==> src/rtl/branch_resolve_unit_if.sv <==
// Bundle of the fetch-slot inputs and the redirect/statistics outputs of
// branch_resolve_unit.
//   master : the side that presents instructions and operands and consumes
//            the redirect requests (fetch unit or a testbench)
//   slave  : branch_resolve_unit itself
// Signals:
//   instr, instr_valid, rs1_data, rs2_data       master -> slave
//   beq, bneq, blt, bge, jump                    slave -> master, 1-cycle pulses
//   imm_address, imm_address_jump                slave -> master, held offsets
//   flush                                        slave -> master, squash window
//   branch_count, taken_count                    slave -> master, saturating stats
interface branch_resolve_unit_if;
  logic [31:0] instr;
  logic        instr_valid;
  logic [31:0] rs1_data;
  logic [31:0] rs2_data;
  logic        beq;
  logic        bneq;
  logic        blt;
  logic        bge;
  logic        jump;
  logic [31:0] imm_address;
  logic [31:0] imm_address_jump;
  logic        flush;
  logic [15:0] branch_count;
  logic [15:0] taken_count;

  modport master (
    output instr, instr_valid, rs1_data, rs2_data,
    input  beq, bneq, blt, bge, jump, imm_address, imm_address_jump,
           flush, branch_count, taken_count
  );

  modport slave (
    input  instr, instr_valid, rs1_data, rs2_data,
    output beq, bneq, blt, bge, jump, imm_address, imm_address_jump,
           flush, branch_count, taken_count
  );
endinterface

==> src/rtl/branch_resolve_unit.sv <==
// Resolves BEQ/BNE/BLT/BGE and JAL for the single-issue core and drives the
// fetch unit's redirect requests and offsets. After a taken redirect the
// unit raises flush for FLUSH_CYCLES cycles and ignores its inputs meanwhile.
// Ports:
//   clk    sole clock, rising edge
//   reset  synchronous active-high reset
//   bus    branch_resolve_unit_if.slave (instruction/operand inputs,
//          request flags, offsets, flush and statistics outputs)
// Parameters:
//   FLUSH_CYCLES  flush window length after a taken redirect (1..15)
//   OFFSET_ADJ    byte count subtracted from every emitted offset (mod 2^32)
module branch_resolve_unit #(
  parameter int unsigned FLUSH_CYCLES = 2,
  parameter logic [31:0] OFFSET_ADJ   = 32'd0
) (
  input logic            clk,
  input logic            reset,
  branch_resolve_unit_if.slave bus
);

  localparam logic [6:0] OPC_BRANCH = 7'b1100011;
  localparam logic [6:0] OPC_JAL    = 7'b1101111;
  localparam logic [3:0] FLUSH_INIT = 4'(FLUSH_CYCLES - 1);

  typedef enum logic {
    IDLE,
    FLUSH
  } state_t;

  state_t     state;
  logic [3:0] flush_cnt;

  logic [6:0]  opcode;
  logic [2:0]  funct3;
  logic [31:0] b_imm;
  logic [31:0] j_imm;
  logic        is_cond;
  logic        cond_taken;
  logic        is_jal;
  logic        eq;
  logic        lt;

  // Decode and compare the current slot; only consumed when in IDLE.
  always_comb begin
    opcode     = bus.instr[6:0];
    funct3     = bus.instr[14:12];
    b_imm      = {{19{bus.instr[31]}}, bus.instr[31], bus.instr[7],
                  bus.instr[30:25], bus.instr[11:8], 1'b0};
    j_imm      = {{11{bus.instr[31]}}, bus.instr[31], bus.instr[19:12],
                  bus.instr[20], bus.instr[30:21], 1'b0};
    eq         = (bus.rs1_data == bus.rs2_data);
    lt         = ($signed(bus.rs1_data) < $signed(bus.rs2_data));
    is_cond    = 1'b0;
    cond_taken = 1'b0;
    is_jal     = (opcode == OPC_JAL);
    if (opcode == OPC_BRANCH) begin
      case (funct3)
        3'b000: begin is_cond = 1'b1; cond_taken = eq;  end
        3'b001: begin is_cond = 1'b1; cond_taken = !eq; end
        3'b100: begin is_cond = 1'b1; cond_taken = lt;  end
        3'b101: begin is_cond = 1'b1; cond_taken = !lt; end
        default: begin is_cond = 1'b0; cond_taken = 1'b0; end
      endcase
    end
  end

  // Control FSM with registered outputs. The request flags default low every
  // cycle so they pulse for exactly one cycle. flush_cnt counts the remaining
  // flush cycles after the current one; flush drops on the edge where it is
  // already zero, giving a window of exactly FLUSH_CYCLES cycles.
  always_ff @(posedge clk) begin
    if (reset) begin
      state                <= IDLE;
      flush_cnt            <= 4'd0;
      bus.beq              <= 1'b0;
      bus.bneq             <= 1'b0;
      bus.blt              <= 1'b0;
      bus.bge              <= 1'b0;
      bus.jump             <= 1'b0;
      bus.imm_address      <= 32'd0;
      bus.imm_address_jump <= 32'd0;
      bus.flush            <= 1'b0;
      bus.branch_count     <= 16'd0;
      bus.taken_count      <= 16'd0;
    end else begin
      bus.beq  <= 1'b0;
      bus.bneq <= 1'b0;
      bus.blt  <= 1'b0;
      bus.bge  <= 1'b0;
      bus.jump <= 1'b0;
      case (state)
        IDLE: begin
          if (bus.instr_valid) begin
            if (is_cond && bus.branch_count != 16'hFFFF) begin
              bus.branch_count <= bus.branch_count + 16'd1;
            end
            if ((is_cond && cond_taken) || is_jal) begin
              if (bus.taken_count != 16'hFFFF) begin
                bus.taken_count <= bus.taken_count + 16'd1;
              end
              bus.flush <= 1'b1;
              flush_cnt <= FLUSH_INIT;
              state     <= FLUSH;
            end
            if (is_cond && cond_taken) begin
              bus.imm_address <= b_imm - OFFSET_ADJ;
              bus.beq  <= (funct3 == 3'b000);
              bus.bneq <= (funct3 == 3'b001);
              bus.blt  <= (funct3 == 3'b100);
              bus.bge  <= (funct3 == 3'b101);
            end
            if (is_jal) begin
              bus.imm_address_jump <= j_imm - OFFSET_ADJ;
              bus.jump             <= 1'b1;
            end
          end
        end
        FLUSH: begin
          if (flush_cnt == 4'd0) begin
            bus.flush <= 1'b0;
            state     <= IDLE;
          end else begin
            flush_cnt <= flush_cnt - 4'd1;
          end
        end
        default: begin
          bus.flush <= 1'b0;
          flush_cnt <= 4'd0;
          state     <= IDLE;
        end
      endcase
    end
  end

endmodule

==> src/flat_wrapper.sv <==
// flat-port wrapper written by rule: the top's interface ports become plain ports
module branch_resolve_unit_flat 
#(
  parameter int unsigned FLUSH_CYCLES = 2,
  parameter logic [31:0] OFFSET_ADJ   = 32'd0
)
  (clk, reset, bus_instr, bus_instr_valid, bus_rs1_data, bus_rs2_data, bus_beq, bus_bneq, bus_blt, bus_bge, bus_jump, bus_imm_address, bus_imm_address_jump, bus_flush, bus_branch_count, bus_taken_count);
  branch_resolve_unit_if bus_i ();
  input logic clk;
  input logic reset;
  input wire logic [$bits(bus_i.instr)-1:0] bus_instr;
  input wire logic [$bits(bus_i.instr_valid)-1:0] bus_instr_valid;
  input wire logic [$bits(bus_i.rs1_data)-1:0] bus_rs1_data;
  input wire logic [$bits(bus_i.rs2_data)-1:0] bus_rs2_data;
  output wire logic [$bits(bus_i.beq)-1:0] bus_beq;
  output wire logic [$bits(bus_i.bneq)-1:0] bus_bneq;
  output wire logic [$bits(bus_i.blt)-1:0] bus_blt;
  output wire logic [$bits(bus_i.bge)-1:0] bus_bge;
  output wire logic [$bits(bus_i.jump)-1:0] bus_jump;
  output wire logic [$bits(bus_i.imm_address)-1:0] bus_imm_address;
  output wire logic [$bits(bus_i.imm_address_jump)-1:0] bus_imm_address_jump;
  output wire logic [$bits(bus_i.flush)-1:0] bus_flush;
  output wire logic [$bits(bus_i.branch_count)-1:0] bus_branch_count;
  output wire logic [$bits(bus_i.taken_count)-1:0] bus_taken_count;
  assign bus_i.instr = bus_instr;
  assign bus_i.instr_valid = bus_instr_valid;
  assign bus_i.rs1_data = bus_rs1_data;
  assign bus_i.rs2_data = bus_rs2_data;
  assign bus_beq = bus_i.beq;
  assign bus_bneq = bus_i.bneq;
  assign bus_blt = bus_i.blt;
  assign bus_bge = bus_i.bge;
  assign bus_jump = bus_i.jump;
  assign bus_imm_address = bus_i.imm_address;
  assign bus_imm_address_jump = bus_i.imm_address_jump;
  assign bus_flush = bus_i.flush;
  assign bus_branch_count = bus_i.branch_count;
  assign bus_taken_count = bus_i.taken_count;
  branch_resolve_unit #(.FLUSH_CYCLES(FLUSH_CYCLES), .OFFSET_ADJ(OFFSET_ADJ)) u_core (.clk(clk), .reset(reset), .bus(bus_i));
endmodule
==> config.mk <==
export PLATFORM = sky130hd
export DESIGN_NAME = branch_resolve_unit_flat
export DESIGN_NICKNAME = d
export VERILOG_FILES = /design/src/rtl/branch_resolve_unit_if.sv /design/src/rtl/branch_resolve_unit.sv /design/src/flat_wrapper.sv
export SDC_FILE = /design/constraint.sdc
export NUM_CORES = 1
export LEC_CHECK = 0
export BUFFER_PORTS_ARGS = -buffer_cell sky130_fd_sc_hd__buf_2
export CORE_UTILIZATION = 47
export CTS_CLUSTER_SIZE = 14
export DETAILED_ROUTE_END_ITERATION = 12
export MAX_ROUTING_LAYER = met4
export PLACE_DENSITY_LB_ADDON = 0.1
export SETUP_SLACK_MARGIN = 0.5
export SLEW_MARGIN = 25
export SYNTH_ARGS = -nofsm -noshare
export SYNTH_HDL_FRONTEND = slang
export SYNTH_SLANG_ARGS = --single-unit
==> constraint.sdc <==
create_clock -name clk -period 2.9 [get_ports clk]
set_input_delay 0.145 -clock clk [delete_from_list [all_inputs] [get_ports clk]]
set_output_delay 0.145 -clock clk [all_outputs]
set_load 0.05 [all_outputs]
==> results of run 1 <==
## critical path, delay by kind of cell
family	cells	cell delay, ns
and+or+nand+nor	6	1.66
buffers and inverters	2	0.27
adders and majority gates	1	0.26
xor gates and xnor gates	1	0.17
AOI/OAI and AO/OA	1	0.13
## cell families (layout without fill, tap and decap cells)
group,Yosys count,after routing,share of synthesized area [%]
and+or+nand+nor,205,205,25.2
buffers and inverters,90,272,10.8
DFF,75,75,34.6
AOI/OAI and AO/OA,73,73,10.3
adders and majority gates,35,35,10.1
muxes,22,22,5.30
xor gates and xnor gates,18,18,3.63
other,1,2,0.0864
## worst paths after layout
check | slack, ns | cells past startpoint | from | to
setup / recovery | 0.54 | 11 | bus_rs1_data[17] | u_core.bus.taken_count[10]
hold / removal | 0.03 | 3 | bus_instr[7] | u_core.bus.imm_address[11]
hold reg to reg | 0.45 | 2 | u_core.bus.imm_address_jump[16] | u_core.bus.imm_address_jump[16]
setup reg to reg | 0.63 | 8 | u_core.state | u_core.bus.taken_count[10]
## layout by cell type, fill, tap and decap left out, drive strengths merged, types with 8 or more instances in the layout
master,n
clkbuf,10
mux2,8
dfxtp,75
nand3,15
or3,8
a21oi,42
nand2,64
xnor2,8
nand4,12
inv,42
nor2,51
xor2,10
ha,35
nor4,11
buf,215
mux2i,14
nor2b,11
o21ai,9
## what timing repair did
action,CTS,global route
cloned,1,1
buffers inserted,2,7
endpoints found under the hold margin,0,0
setup endpoints to repair,6,25
pin swaps,6,21
gates resized for setup,7,25
## area by class of cell
type / instances / area share (%)
multi-input combinational: 355 / 44.1
sequential: 75 / 26.1
timing repair buffer: 217 / 20.9
inverter: 39 / 2.54
tap: 108 / 2.34
clock buffer: 9 / 2.15
clock inverter: 7 / 1.84
## layer usage
metal	wire [um]	vias up	part of all wire, %
met5	0	-	0
met1	4360	1844	40
met3	578	26	5.4
li1	-	2100	-
met2	5520	132	51
met4	334	0	3.1
## flip-flops by register name, indices dropped and copies added, names as in the netlist, 4 cells and up
name                         cells
u_core.bus.imm_address_jump     20
u_core.bus.branch_count         16
u_core.flush_cnt                 4
u_core.bus.imm_address          12
u_core.bus.taken_count          16
## power groups by stage
stage,combinational [mW],clock [mW],sequential [mW]
6_report,0.254,0.924,1.03
5_1_grt,0.284,1.01,1.03
4_1_cts,0.241,0.951,1.03
3_5_place_dp,0.234,0,1.05
3_3_place_gp,0.228,0,1.05
2_1_floorplan,0.135,0,1.06
==> summary.md, run 1 <==
| Metric | Value |
|---|---|
| Number of synthesized flops with an enable pin | `0` |
| Worst setup SP type | `primary input` |
| Prevailing post-synth register cell | `dfxtp_1` |
| Pleak | `2.93 nW` |
| Register area share after synthesis | `34.6%` |
| TNS Setup | `0 ns` |
| Final Max Tran Viols | `0` |
| Synthesized area per cell | `8.37 um2` |
| Async SR Flop Fraction | `0%` |
| Root buffer cell | `clkbuf_8` |
| Net Switching | `561 uW` |
| Crit path cell chain | `buf_2, ha_4, nand4_1, nor4_4, nand3_2, xor2_2, nor4b_4, nor3_4, buf_12, or4_1, a21oi_2` |
| Worst EP required | `3.18 ns` |
| WHS | `around 0.027 ns` |
| Status | `complete, but fails checks` |
| Met2 Use GR | `39.9%` |
| Area grow syn2layout | `32.9%` |
| Max FO, Critical Path | `7` |
| Hold Fails Final Rpt | `0` |
| Tcrit/Tclk final | `81.5%` |
| Largest net degree at the start of global routing | `46` |
| Finished Layout Cells | `slightly above 800` |
| Critical path's slowest cell | `or4_1` |
| Clk pwr share | `41.8%` |
| Met3 GRT Util | `around 5.3%` |
| TritonCTS Buffers | `9` |
| GRT met1 Usage | `25.0%` |
| Worst Tran Pin Value | `0.792 ns` |
| Hold Path Class | `in -> reg` |
| Layout cells sized above 1 | `between 30 and 40%` |
| CP arrival | `about 2.6 ns` |
| Area leader, netlist | `dfxtp_1` |
| Net Sw Frac | `between 20% and 30%` |
| Largest stage delay on the critical path | `0.51 ns` |
| Worst slew margin | `47.2%` |
| PnR worst setup slack | `0.538 ns` |
| Synthesis warning total | `0` |
| Total power draw | `2.21 mW` |
| Cells after synthesis | `519` |
| Htree depth | `3` |
| Util after Layout | `between 60% and 70%` |
| WL final | `10,800 um` |
| Power Density | `approximately 380 nW/um2` |
| Total Routing Usage GR | `22.9%` |
| Initial antenna violation count | `0` |
| Fin area | `5770 um2` |
| Dpl cells | `783` |
| Pre-CTS setup slack | `0.0243 ns` |
| Detailed Place HPWL | `8160 um` |
| FF+latch area | `1510 um2` |
| Fillers | `803` |
| Top-count cell post-synth | `dfxtp_1` |
| Routed Antenna Nets | `0` |
| Die Ht | `between 90 and 100 um` |
| CTS sink count | `75` |
| Largest cells by area after synthesis | `dfxtp_1 35%, ha_1 10%, buf_4 5.5%` |
| Tmin final | `2.36 ns` |
| Post-synth top cells | `75 x dfxtp_1, 64 x nand2_1, 51 x nor2_1, 42 x a21oi_1, 39 x inv_1` |
| CTS Hold Bufs | `0` |
| Die width | `98.1 um` |
| Comb pwr share | `11.5%` |
| Top Ports | `201` |
| Area share of the largest cell type after synthesis | `34.6%` |
| Worst Skew | `0.0118 ns` |
| Via count | `4,102` |
| Final setup vio count | `0` |
| Reg power frac | `46.6%` |
| Clk buf depth | `2` |
| Dpl cell area | `around 5200 um2` |
| Peak VDD IR | `241 uV` |
| Core area | `8850 um2` |
| Max Cap Violations | `0` |
| DRC Markers | `17` |
| Standard-cell row count | `34` |
| Wirelength per Cell | `13.3 um` |
| Antenna cells | `0` |
| GPL Wtd Cong | `0.890` |
| First-pass GRT wire length | `17,300 um` |
| CTS clk-pin slew, worst paths | `0.09 ns` |
| Cell Area, Synth | `around 4300 um2` |
| RSZ-0062 raised after global routing | `true` |
| Setup crit end kind | `flip-flop` |
| Initial Util | `49.1%` |
| Overflow after GRT | `0` |
| Achievable frequency | `0.423 GHz` |
| Crit path kind | `in -> reg` |
| Top Usage Layer GRT | `met2` |
| DRT iter0 DRCs | `between 90 and 100` |
| Die area | `9630 um2` |
| Area occupied by multi-input gates | `2540 um2` |
| Internal power component | `1.65 mW` |
| Distinct cells, synth | `56` |
| Nets@finish | `831` |
| Worst-Skew Late Latency | `approximately 0.34 ns` |
| Failing checks | `design-rule violations` |
| First-pass iteration count of the detailed router | `9` |
| Register bit count reported by yosys | `75` |
| PortBufs | `198` |
| Vias in the first global route | `3,755` |
| Vias/cell | `a little over 5` |
| CTS tree | `done` |
No activity file was read; power rests on OpenSTA's default activity.
==> inputs of run 2 (changes only) <==
--- a/config.mk
+++ b/config.mk
@@ -6,7 +6,7 @@
 export NUM_CORES = 1
 export LEC_CHECK = 0
 export BUFFER_PORTS_ARGS = -buffer_cell sky130_fd_sc_hd__buf_2
-export CORE_UTILIZATION = 47
+export CORE_UTILIZATION = 43
 export CTS_CLUSTER_SIZE = 14
 export DETAILED_ROUTE_END_ITERATION = 12
 export MAX_ROUTING_LAYER = met4
==> constraint.sdc (replaced) <==
create_clock -name clk -period 2.1 [get_ports clk]
set_input_delay 0.105 -clock clk [delete_from_list [all_inputs] [get_ports clk]]
set_output_delay 0.105 -clock clk [all_outputs]
set_load 0.05 [all_outputs]
==> summary.md, run 2 (synthesis gave the netlist of run 1 again) <==
| Metric | Value |
|---|---|
| Crit path kind | `reg -> reg (was in -> reg)` |
| Top Ports | `201 (unchanged)` |
| R2r worst-path depth | `10 (was 8)` |
| Tmin final | `2.31 ns` |
| TritonCTS Buffers | `9 (unchanged)` |
| Peak VDD IR | `358 uV (was 241 uV)` |
| Fin area | `6930 um2 (was 5770 um2)` |
| Met1 WL | `5190 um (was 4360 um)` |
| Max Cap Violations | `0 (unchanged)` |
| Overflow after GRT | `0 (unchanged)` |
| Total power draw | `3.02 mW (was 2.21 mW)` |
| Worst-Skew Late Latency | `0.34 ns (about the same)` |
| Largest register by flop count | `u_core.bus.imm_address_jump (unchanged)` |
| Die area | `10,500 um2 (was 9630 um2)` |
| Pleak | `3.23 nW (was 2.93 nW)` |
| Final setup vio count | `44 (was 0)` |
| Setup crit end kind | `flip-flop (unchanged)` |
| Status | `complete, but fails checks (unchanged)` |
| Worst Skew | `0.0132 ns (was 0.0118 ns)` |
| Worst Tran Pin Value | `0.929 ns (was 0.792 ns)` |
| Core area | `9770 um2 (was 8850 um2)` |
| Largest net degree at the start of global routing | `50 (was 46)` |
| DR top layer | `met4 (unchanged)` |
| Power Density | `436 nW/um2 (was 383 nW/um2)` |
| Hold Path Class | `in -> reg (unchanged)` |
| Htree depth | `3 (unchanged)` |
| Die width | `102 um (was 98.1 um)` |
| Reg2Reg Setup Slack | `-0.21 ns (was 0.63 ns)` |
| PnR worst setup slack | `-0.214 ns (was 0.538 ns)` |
| Detailed Place HPWL | `8340 um (was 8160 um)` |
| DR WL met2 | `6440 um (was 5520 um)` |
| Area grow syn2layout | `59.7% (was 32.9%)` |
| Nets@finish | `887 (was 831)` |
| CP endpoint | `u_core.bus.branch_count[13] (was u_core.bus.taken_count[10])` |
| GPL Wtd Cong | `0.830 (was 0.890)` |
| Die Ht | `102 um (was 98.1 um)` |
| Initial Util | `44.4% (was 49.1%)` |
| CP arrival | `2.58 ns (was 2.64 ns)` |
| DRT iter0 DRCs | `89 (was 91)` |
| Vias/cell | `4.93 (was 5.06)` |
| Max reg flops | `20 (unchanged)` |
| WL final | `12,500 um (was 10,800 um)` |
| Most common cell after layout, fill and taps aside | `buf_2 (unchanged)` |
| Max FO, Critical Path | `2 (was 7)` |
| FF-to-FF Start | `u_core.state (unchanged)` |
| Start point of the critical path | `u_core.state (was bus_rs1_data[17])` |
| Vias in the first global route | `4,025 (was 3,755)` |
| TNS Setup | `-3.50 ns (was 0 ns)` |
| DRC Markers | `0 (was 17)` |
| CTS sink count | `75 (unchanged)` |
| PortBufs | `198 (unchanged)` |
| Biggest regs | `u_core.bus.imm_address_jump: 20 flops, u_core.bus.branch_count: 16 flops, u_core.bus.taken_count: 16 flops (unchanged)` |
| Wirelength per Cell | `14.1 um (was 13.3 um)` |
| Routed Antenna Nets | `0 (unchanged)` |
| Layout cells sized above 1 | `53.7% (was 39.7%)` |
| Final Max Tran Viols | `0 (unchanged)` |
| Root buffer cell | `clkbuf_8 (unchanged)` |
| Dpl cell area | `5720 um2 (was 5230 um2)` |
| Commonest non-fill, non-tap cells in the layout | `177 x buf_2, 62 x nand2_1, 54 x dfxtp_1 (was 195 x buf_2, 70 x dfxtp_1, 64 x nand2_1)` |
| RSZ-0062 raised after global routing | `true (unchanged)` |
| Worst slew margin | `38.1% (was 47.2%)` |
| Total Routing Usage GR | `22.7% (was 22.9%)` |
| CTS tree | `done (unchanged)` |
| CTS clk-pin slew, worst paths | `0.08 ns (was 0.09 ns)` |
| Standard-cell row count | `36 (was 34)` |
| Hold Fails Final Rpt | `0 (unchanged)` |
| Initial antenna violation count | `0 (unchanged)` |
| Tcrit/Tclk final | `110%` |
| First-pass GRT wire length | `18,200 um (was 17,300 um)` |
| Worst setup SP type | `flip-flop (was primary input)` |
| Clk buf depth | `2 (unchanged)` |
| First-pass iteration count of the detailed router | `4 (was 9)` |
| Via count | `4,389 (was 4,102)` |
| Crit Reg-Reg Endpoint | `u_core.bus.branch_count[13] (was u_core.bus.taken_count[10])` |
| Detail Route met3 WL | `699 um (was 578 um)` |
| Achievable frequency | `0.432 GHz` |
| Antenna cells | `0 (unchanged)` |
| Failing checks | `negative setup slack (was design-rule violations)` |
| Worst EP required | `2.37 ns (was 3.18 ns)` |
## run 2: cell types whose count changed in the layout (fill, tap and decap cells not counted), sizes merged
cell         change
bufbuf           -1
bufinv           -1
clkinv           +2
inv              -2
clkinvlp         +1
dlygate4sd3     +13
nor3             +1
buf             +43
## run 2: power breakdown
group	internal [mW]	total, mW	switching, mW
clock	0.545	1.08	0.533
combinational	0.287	0.534	0.247
sequential	1.41	1.41	0.000892
total	2.24	3.02	0.781
## run 2: how the worst min path moves through the flow
stage	endpoint	start	cells past startpoint
floorplan	u_core.bus.imm_address_jump[1]	bus_instr[21]	2
global placement	u_core.bus.imm_address[11]	bus_instr[7]	3
detailed placement	u_core.bus.imm_address[3]	bus_instr[10]	3
CTS	u_core.bus.imm_address[8]	bus_instr[28]	3
global route	u_core.bus.imm_address[8]	bus_instr[28]	3
finish	u_core.bus.imm_address_jump[7]	bus_instr[27]	3
## run 2: repair_timing
| item | CTS | global route |
|---|---|---|
| buffers inserted | 13 | 7 |
| hold buffers | 13 | 0 |
| gates resized for setup | 80 | 55 |
| pin swaps | 39 | 31 |
| setup endpoints to repair | 53 | 74 |
| endpoints found under the hold margin | 13 | 0 |
| cloned | 2 | 0 |
## run 2: worst max-delay path, cell delays in order, from the launching register on
cell and delay (ns):
dfxtp_2 0.33, nand3b_1 0.22, buf_4 0.18, buf_6 0.11
nor3_4 0.20, buf_6 0.13, a21boi_4 0.19, nand4_1 0.17
or2_1 0.27, or3_4 0.33, a21oi_2 0.12
## run 2: per-stage QoR
stage / std cells / hold slack (ns) / worst slack, ns / util [%]
3_3_place_gp: 840 / 0.337 / -0.567 / 58.5
2_1_floorplan: 520 / 0.241 / -0.279 / -
4_1_cts: 884 / 0.00115 / -0.135 / 67.9
5_1_grt: 891 / 0.00571 / -0.312 / 70.9
3_5_place_dp: 840 / 0.351 / -0.604 / 58.5
6_report: 891 / 0.0221 / -0.214 / 70.9
## run 2: layout make-up
cell class / instances / area, um2
Multi-Input combinational cell: 356 / 3030
Fill cell: 780 / 2840
Timing Repair Buffer: 272 / 1830
Sequential cell: 75 / 1560
Tap cell: 133 / 166
Inverter: 39 / 159
Clock buffer: 9 / 124
Clock inverter: 7 / 67.6
## run 2: per-layer routing
metal / up-vias / track usage, %
li1: 2209 / -
met1: 2030 / 25.2
met2: 134 / 41.4
met3: 16 / 4.65
met4: 0 / 4.95
met5: - / -
